--- config.mk ---
export PLATFORM = sky130hd
export DESIGN_NAME = mem_arbiter
export DESIGN_NICKNAME = d
export VERILOG_FILES = /design/src/rtl/mem_arbiter.sv
export SDC_FILE = /design/constraint.sdc
export NUM_CORES = 1
export LEC_CHECK = 0
export BUFFER_PORTS_ARGS = -buffer_cell sky130_fd_sc_hd__clkbuf_2
export CORE_ASPECT_RATIO = 0.75
export CORE_UTILIZATION = 40
export DETAILED_ROUTE_END_ITERATION = 7
export PLACE_DENSITY = 0.68
export SYNTH_ARGS = -nofsm -noshare
export SYNTH_HDL_FRONTEND = slang
export SYNTH_SLANG_ARGS = --single-unit
--- constraint.sdc ---
create_clock -name clk -period 5.6 [get_ports clk]
set_clock_uncertainty 0.2 [all_clocks]
set_input_delay 0.28 -clock clk [delete_from_list [all_inputs] [get_ports clk]]
set_output_delay 0.28 -clock clk [all_outputs]
set_load 0.01 [all_outputs]
--- src/rtl/mem_arbiter.sv ---
// Two-requester round-robin arbiter in front of a single memory port.
// Three-state FSM (IDLE/GRANT/ACK) with a wait-state timeout that reports err on the ack.
module mem_arbiter #(
  parameter int AW      = 32,
  parameter int DW      = 32,
  parameter int TIMEOUT = 16
) (
  input  logic          clk,
  input  logic          reset,
  input  logic          req0,
  input  logic          req1,
  input  logic          we0,
  input  logic          we1,
  input  logic [AW-1:0] addr0,
  input  logic [AW-1:0] addr1,
  input  logic [DW-1:0] wdata0,
  input  logic [DW-1:0] wdata1,
  output logic          ack0,
  output logic          ack1,
  output logic          err0,
  output logic          err1,
  output logic [DW-1:0] rdata0,
  output logic [DW-1:0] rdata1,
  output logic          mem_req,
  output logic          mem_we,
  output logic [AW-1:0] mem_addr,
  output logic [DW-1:0] mem_wdata,
  input  logic [DW-1:0] mem_rdata,
  input  logic          mem_ready,
  output logic [1:0]    state_dbg
);

  // Handshake: reqN is sampled only in IDLE; once taken, the requester sees exactly one
  // ackN cycle later, with rdataN/errN valid only in that cycle. On the memory side,
  // mem_req stays high with stable mem_we/mem_addr/mem_wdata until mem_ready=1 is
  // seen in GRANT (mem_rdata sampled in that same cycle) or the wait budget runs out.

  typedef enum logic [1:0] {
    IDLE  = 2'd0,
    GRANT = 2'd1,
    ACK   = 2'd2
  } state_t;

  localparam logic [7:0] TO_LAST = 8'(TIMEOUT - 1);

  state_t      state;
  state_t      state_nxt;
  logic        last_grant;
  logic        winner;
  logic        lat_we;
  logic [7:0]  wait_cnt;
  logic        any_req;
  logic        pick;
  logic        timeout;
  logic        done;
  logic [DW-1:0] resp_data;

  assign any_req = req0 | req1;
  // On a tie the requester that did not win last time goes next.
  assign pick    = (req0 && req1) ? ~last_grant : req1;
  assign timeout = (wait_cnt == TO_LAST);
  assign done    = (state == GRANT) && (mem_ready || timeout);
  assign resp_data = (mem_ready && !lat_we) ? mem_rdata : '0;

  always_ff @(posedge clk or negedge reset) begin
    if (!reset) state <= IDLE;
    else        state <= state_nxt;
  end

  always_comb begin
    state_nxt = state;
    case (state)
      IDLE:    if (any_req) state_nxt = GRANT;
      GRANT:   if (mem_ready || timeout) state_nxt = ACK;
      ACK:     state_nxt = IDLE;
      default: state_nxt = IDLE;
    endcase
  end

  always_ff @(posedge clk or negedge reset) begin
    if (!reset) begin
      last_grant <= 1'b1;
      winner     <= 1'b0;
      lat_we     <= 1'b0;
      wait_cnt   <= '0;
      mem_addr   <= '0;
      mem_wdata  <= '0;
      rdata0     <= '0;
      rdata1     <= '0;
      err0       <= 1'b0;
      err1       <= 1'b0;
    end else begin
      if (state == IDLE && any_req) begin
        winner     <= pick;
        last_grant <= pick;
        lat_we     <= pick ? we1 : we0;
        mem_addr   <= pick ? addr1 : addr0;
        mem_wdata  <= pick ? wdata1 : wdata0;
        wait_cnt   <= '0;
      end
      if (state == GRANT) wait_cnt <= wait_cnt + 8'd1;
      // mem_ready wins over a coincident timeout, so err is simply its inverse.
      if (done) begin
        if (winner) begin
          rdata1 <= resp_data;
          err1   <= ~mem_ready;
        end else begin
          rdata0 <= resp_data;
          err0   <= ~mem_ready;
        end
      end
    end
  end

  assign mem_req   = (state == GRANT);
  assign mem_we    = (state == GRANT) && lat_we;
  assign ack0      = (state == ACK) && !winner;
  assign ack1      = (state == ACK) && winner;
  assign state_dbg = state;

endmodule
# ---- Word-level counts from Yosys, hierarchy flattened
# Cells that the tools add are included.
dict set report classes {
  addsub 1
  eq_ne 5
  muxes 10
  bitwise_logic 4
  n_reduce_logical 15
}
# cell n
set op_table {}
lappend op_table {{32-bit 2-to-1 mux} 3}
lappend op_table {{8-bit 2-to-1 mux} 2}
lappend op_table {{8-bit by 1-bit adder with 8-bit output (second input constant)} 1}
lappend op_table {{8-bit by 4-bit equality test with 1-bit output (second input constant)} 1}
lappend op_table {{1-bit logical AND} 7}
lappend op_table {{2-bit AND reduction} 3}
lappend op_table {{2-bit 2-to-1 mux} 2}
lappend op_table {{2-bit case mux with 2 select lines} 1}
lappend op_table {{1-bit NOT} 3}
lappend op_table {{2-bit by 1-bit equality test with 1-bit output (second input constant)} 1}
lappend op_table {{2-bit equality test (second input constant)} 1}
lappend op_table {{1-bit zero test} 2}
lappend op_table {{2-bit zero test} 1}
lappend op_table {{1-bit 2-to-1 mux} 2}
lappend op_table {{2-bit by 1-bit inequality test with 1-bit output (second input constant)} 1}
lappend op_table {{2-bit inequality test (second input constant)} 1}
lappend op_table {{2-bit nonzero test} 1}
lappend op_table {{1-bit logical OR} 1}
lappend op_table {{1-bit OR} 1}
dict set report word_totals {
  ff_bits 143
  inputBits 167
  output_inout_bits 136
  word_cells 46
}

# ---- Longest topological paths before layout
# Gate-level depths: netlist (run 1).
dict set report logic_depth {
  word_depth 4
  depth_mapped 8
  mapped_depth_nobuf 5
}

# ---- Worst setup path before layout (run 1)
# No wires, ideal clock.
dict set report synth_path {
  path_kind {register to register}
  from {reg wait_cnt[4]}
  to {reg rdata1[0]}
  setup_ps 122
  t_arrival_ps 1540
  t_required_ps 5278
  path_slack_ps 3739
  stages_incl_launch_ff 6
  path_buffers 1
  period_less_slack_ps 1861
  cell_sequence {dfrtp_1 -> or4_4 -> o21bai_4 -> nand2_4 -> buf_6 -> a32o_1}
}
dict set report synth_between {
  elab_chain_cells 4
}
# item line
set synth_rtl {}
lappend synth_rtl {{from (decl)} 51} ;# logic [7:0] wait_cnt;
lappend synth_rtl {{from (signal assigned)} 101} ;# if (state == GRANT) wait_cnt <= wait_cnt + 8'd1;
lappend synth_rtl {{8-bit by 4-bit equality test with 1-bit output} 61} ;# assign timeout = (wait_cnt == TO_LAST);
lappend synth_rtl {{1-bit logical OR} 62} ;# assign done = (state == GRANT) && (mem_ready || timeout);
lappend synth_rtl {{1-bit logical AND} 62}
lappend synth_rtl {{2-bit AND reduction (no source line)} --}
lappend synth_rtl {{to (signal assigned)} 105} ;# rdata1 <= resp_data;
lappend synth_rtl {{to (decl)} 23} ;# output logic [DW-1:0] rdata1,
# No other way between the ends.
# A chain may end at the register's enable or synchronous reset.

# ---- Final worst setup path (run 1)
dict set report layout_path {
  from {in req0}
  to {reg mem_wdata[19]}
}
dict set report layout_between {
  elab_chain_cells 3
  elab_cells_between_ends 5
  cone_classes {mux: 2; bitwise: 1; reduce/logical: 2}
}
# item line
set layout_rtl {}
lappend layout_rtl {{from (decl)} 10} ;# input logic req0,
lappend layout_rtl {{1-bit logical AND} 60} ;# assign pick = (req0 && req1) ? ~last_grant : req1;
lappend layout_rtl {{1-bit 2-to-1 mux} 60}
lappend layout_rtl {{32-bit 2-to-1 mux} 98} ;# mem_wdata <= pick ? wdata1 : wdata0;
lappend layout_rtl {{to (signal assigned)} 98}
lappend layout_rtl {{to (decl)} 27} ;# output logic [DW-1:0] mem_wdata,
# Parallel ways exist; a longest one is shown, timed or not.

==> results.cfg, run 1 <==
[min_path]
min_from = req1
holdPathStages = 3
worstHoldEndpoint = wait_cnt[1]
hold_path.class = in -> reg

[timing]
rsz0062_at_grt = false
final_max_slew_viol_count = 0
setup_violations = 0
worst_pin_slew_ps = 1220
timing.setup.tns_ps = 0
relSlewSlack = 0.182
layout_min_cycle_time_ps = 3670
clock.fmax_mhz = 272
setup_ws_ps = 1930
fin_crit_sh = 0.655
finalHoldViolations = 0

[synthesis]
syn_area_per_cell_um2 = 12.3
async_flop_share = 1.00
syn_area_um2 = 6150
ys_ff_latch = 143
synth.area.top_cells = dfrtp_1 (58%), mux2i_1 (11%), a32o_1 (10%)
ys.flop_type = dfrtp_1
synth_cells = 502
syn_nets = 670
yosysTopAreaCell = dfrtp_1
yosys_warnings = 0
synth.top_cell.area_share = 0.577
synth_seq_area_share = 0.582
ys_types = 38
synth_edf_count = 0

[clock_tree]
ctsRootBufferMaster = clkbuf_16
clock_sinks = 143
clock_latency_ps = 430
ctsHtreeMaxLevel = 4
path_clk_slew_ps = 60
cts_max_path_buffers = 2
cts_buffers = 17
post_cts_buffers = 0
cts_resized = 0
cts_tree = done

[cells_and_area]
nFillCells = 1042
syn_to_final_growth_pct = 61.2
layout_commonest_cell = clkbuf_2
layout.nets = 1118
antennaDiodeCount = 0
seq_area_um2 = 3580
multi_input_area_um2 = 2240
layout_common_cells = clkbuf_2 (301), dlygate4sd3_1 (166), dfrtp_1 (142)
drive_gt1_frac = 0.362

[critical_path]
r2r_cells = 5
timing.rr.end = mem_wdata[19]
cp.arrival_ps = 3710
worst-setup-path-type = in -> reg
worstPathRequired_ps = 5640
reg2reg_slack_ps = 2150
endpoint_kind = flip-flop
worstPathMaxFanout = 39
reg2reg_from = last_grant
critPathLaunchType = input port

[power_and_ir_drop]
leakage_nw = 4.94
ir_drop_mv = 0.249
p_per_area_nw_per_um2 = 496

[detailed_routing]
drt_pass1_iterations = 4
wl_per_cell_um = 18.2
wl_um = 21200
final_antenna_net_count = 0
drc = 0
drt_iter0_markers = 368
vias = 6136
avgViaCountPerCell = 5.28

[die]
io_pins = 303
initial_core_util = 0.417
die_area_um2 = 15900
core_region_area_um2 = 14700
num_rows = 38
die_height_um = 109
die_w_um = 145

[run_status]
status = completed

[global_routing]
grt.total_usage = 0.270
grt_pass1_vias = 6468
antenna_found_initial = 0
grt_pass1_wl_um = 32800
grt_max_degree = 100
grt_overflow = 0

[placement]
dp_slack_ps = 2710
place_hpwl_um = 12500
gp_congestion = 0.811
io_buffers = 302

[job]
maxCapViolCount = 0
==> kinds of logic after synthesis <==
kind of cell,synth area share
simple gates,0.0691
buf+inv,0.0575
mux,0.109
flops,0.582
compound gates,0.181
fa+ha+maj,0.00203
==> flip-flops by register name (all words and copies together), names as in the netlist <==
register    flops
winner          1
last_grant      1
mem_addr       32
err1            1
lat_we          1
rdata0         32
mem_wdata      32
err0            1
state_dbg       2
rdata1         32
wait_cnt        8
==> repair_timing <==
action,in CTS,in global routing
endpoints found under the hold margin,198,0
endpoints found under the setup margin,0,0
hold buffers,166,0
==> through the flow <==
| step | instance area, um2 | hold WS, ps | power [mW] | std cells | utilization |
|---|---|---|---|---|---|
| 4_1_cts | 9920 | 96.9 | 4.87 | 1163 | 0.673 |
| 2_1_floorplan | 6150 | -216 | 2.82 | 502 | - |
| 5_1_grt | 9920 | 98.5 | 5.21 | 1163 | 0.673 |
| 3_3_place_gp | 7620 | 105 | 3.42 | 965 | 0.517 |
| 3_5_place_dp | 7620 | 112 | 3.50 | 965 | 0.517 |
| 6_report | 9920 | 109 | 4.92 | 1163 | 0.673 |
==> critical path: stages <==
cell and delay, ps:
dlygate4sd3_1 530, clkbuf_2 170, a21boi_4 970, buf_4 720, mux2i_1 270, dlygate4sd3_1 600, o21ai_0 130
==> report_power, final <==
group	total, mW	switching [mW]	internal [mW]
registers	1.79	0.299	1.49
logic	1.92	1.09	0.830
clock network	1.21	0.482	0.732
==> synth_stat cells (3+ instances only) <==
cell type and count:
dfrtp_1 142, nand2_1 72, mux2i_1 67, a32o_1 64, o21ai_1 40, o21ai_0 35
buf_2 9, clkbuf_1 9, clkbuf_8 9, buf_6 8, a21oi_1 5, buf_4 4
nor2_1 4, nand3_1 3
==> area by class of cell <==
class,count,area share
clock buffer,18,0.0443
clock inverter,14,0.0202
inverter,2,0.000757
multi-input combinational,315,0.226
sequential,143,0.361
tap,200,0.0252
timing repair buffer,471,0.323
==> how the worst max path moves through the flow <==
stage | to | depth (start not counted) | startpoint | slack [ps]
floorplan | rdata1[0] | 5 | wait_cnt[4] | 3740
CTS | mem_wdata[18] | 7 | req0 | 2090
finish | mem_wdata[19] | 7 | req0 | 1930
global placement | mem_wdata[10] | 5 | req1 | 2870
detailed placement | mem_wdata[18] | 5 | req0 | 2710
global route | mem_wdata[21] | 7 | req0 | 1820
==> metal layers <==
| layer | track usage | routed length (um) | vias up |
|---|---|---|---|
| met4 | 0.161 | 974 | 0 |
| met3 | 0.0863 | 1830 | 81 |
| li1 | - | - | 2759 |
| met5 | 0 | 0 | - |
| met1 | 0.303 | 8040 | 2958 |
| met2 | 0.460 | 10400 | 338 |
Note: power is estimated with default switching activity, not from simulation.
==> inputs of run 2 (changes only) <==
PLACE_DENSITY = 0.71   (was 0.68)
clock period = 3.3 ns   (was 5.6 ns; I/O delays follow)
==> run 2 against run 1 <==
  * Worst hold slack better by 97 ps
  * Power is 70% higher
  * First-iteration DRC count is 3.3% lower
  * Via count is 1.5% lower
  * Core utilization is 0.53 points higher
  * Setup slack worse by 1200 ps
  * Critical path depth stayed put
  * Die area stayed put
  * Final cell count is 0.77% higher
  * Largest cell class unchanged
==> results.cfg, run 2 (same netlist as run 1, synthesis figures left out) <==
[timing]
relSlewSlack = 0.364
setup_violations = 0
rsz0062_at_grt = false
fin_crit_sh = 0.791
clock.fmax_mhz = 383
layout_min_cycle_time_ps = 2610
final_max_slew_viol_count = 0
whs_ps = 206
finalHoldViolations = 0
worst_pin_slew_ps = 954
timing.setup.tns_ps = 0

[critical_path]
r2r_cells = 5
timing.rr.end = mem_wdata[23]
reg2reg_from = last_grant
cp.arrival_ps = 2660
worstPathMaxFanout = 17
worst-setup-path-type = in -> reg
critPathLaunchType = input port
endpoint_kind = flip-flop
reg2reg_slack_ps = 800
worstPathRequired_ps = 3340

[die]
io_pins = 303
die_height_um = 109
initial_core_util = 0.417
core_region_area_um2 = 14700
die_w_um = 145
die_area_um2 = 15900
num_rows = 38

[cells_and_area]
layout.nets = 1127
layout_commonest_cell = clkbuf_2
layout_common_cells = clkbuf_2 (301), dlygate4sd3_1 (167), dfrtp_1 (142)
antennaDiodeCount = 0
syn_to_final_growth_pct = 62.5
drive_gt1_frac = 0.366

[clock_tree]
clock_latency_ps = 400
clock_sinks = 143
ctsRootBufferMaster = clkbuf_16
cts_buffers = 17
cts_tree = done
cts_max_path_buffers = 2
ctsHtreeMaxLevel = 4
post_cts_buffers = 0
path_clk_slew_ps = 60

[global_routing]
grt_overflow = 0
grt_pass1_wl_um = 31800
antenna_found_initial = 0
grt_pass1_vias = 6233
grt_max_degree = 109
grt.total_usage = 0.258

[power_and_ir_drop]
comb_power_share = 0.394
p_per_area_nw_per_um2 = 837
leakage_nw = 4.97
ir_drop_mv = 0.464
cell_internal_pwr_mw = 5.24
switching_share = 0.374
clock_power_share = 0.246
switchingPower_mw = 3.13
seqPwrFrac = 0.360

[detailed_routing]
avgViaCountPerCell = 5.16
wl_um = 20600
wl_per_cell_um = 17.6
final_antenna_net_count = 0
vias = 6044
drt_iter0_markers = 356
drc = 0
drt_pass1_iterations = 5

[job]
maxCapViolCount = 0

[min_path]
hold_path.class = in -> async

[placement]
place_hpwl_um = 11800
gp_congestion = 0.814
io_buffers = 302

[run_status]
status = completed
## run 2: how the worst max path moves through the flow
stage / cells past startpoint / to / slack, ps / startpoint
after floorplan: 5 / rdata1[0] / 1440 / wait_cnt[4]
after global placement: 5 / rdata1[10] / 960 / state_dbg[1]
after detailed placement: 4 / mem_wdata[1] / 910 / req0
after CTS: 7 / mem_wdata[4] / 770 / req1
after global routing: 5 / mem_wdata[1] / 500 / req0
final: 7 / mem_wdata[23] / 690 / req1
## run 2: worst max-delay path: stages
cell           delay [ps]
dlygate4sd3_1         520
clkbuf_2              170
a21boi_4              450
buf_4                 380
mux2i_1               250
dlygate4sd3_1         620
o21ai_1                90
## run 2: what timing repair did
item / CTS / global route
resized for setup: 0 / 0
hold buffers: 167 / 0
endpoints found under the hold margin: 220 / 0
## run 2: metal layers
metal / track usage / routed length, um / up-vias
li1: - / - / 2775
met1: 0.297 / 8060 / 2943
met2: 0.450 / 10300 / 271
met3: 0.0805 / 1630 / 55
met4: 0.112 / 627 / 0
met5: 0 / 0 / -
## run 2: power groups by stage
stage / clock, mW / combinational (mW) / sequential [mW]
floorplan: 0 / 1.49 / 3.29
global placement: 0 / 2.88 / 2.98
detailed placement: 0 / 2.97 / 2.99
CTS: 2.09 / 3.21 / 2.98
global route: 2.17 / 3.57 / 3.10
finish: 2.06 / 3.30 / 3.02
## run 2: layout make-up
class | count | area [um2]
fillers | 1047 | 4740
flip-flops and latches | 143 | 3580
repair buffers | 480 | 3280
multi-input cells | 315 | 2240
clock buffers | 18 | 429
well taps | 200 | 250
clock inverters | 14 | 206
inverters | 2 | 7.51
## run 2: through the flow
stage          instances   util  worst slack [ps]  area [um2]  power [mW]
2_1_floorplan        502      -              1440        6150        4.78
3_3_place_gp         973  0.522               956        7690        5.87
3_5_place_dp         973  0.522               913        7690        5.96
4_1_cts             1172  0.678               773       10000        8.28
5_1_grt             1172  0.678               502       10000        8.85
6_report            1172  0.678               689       10000        8.37
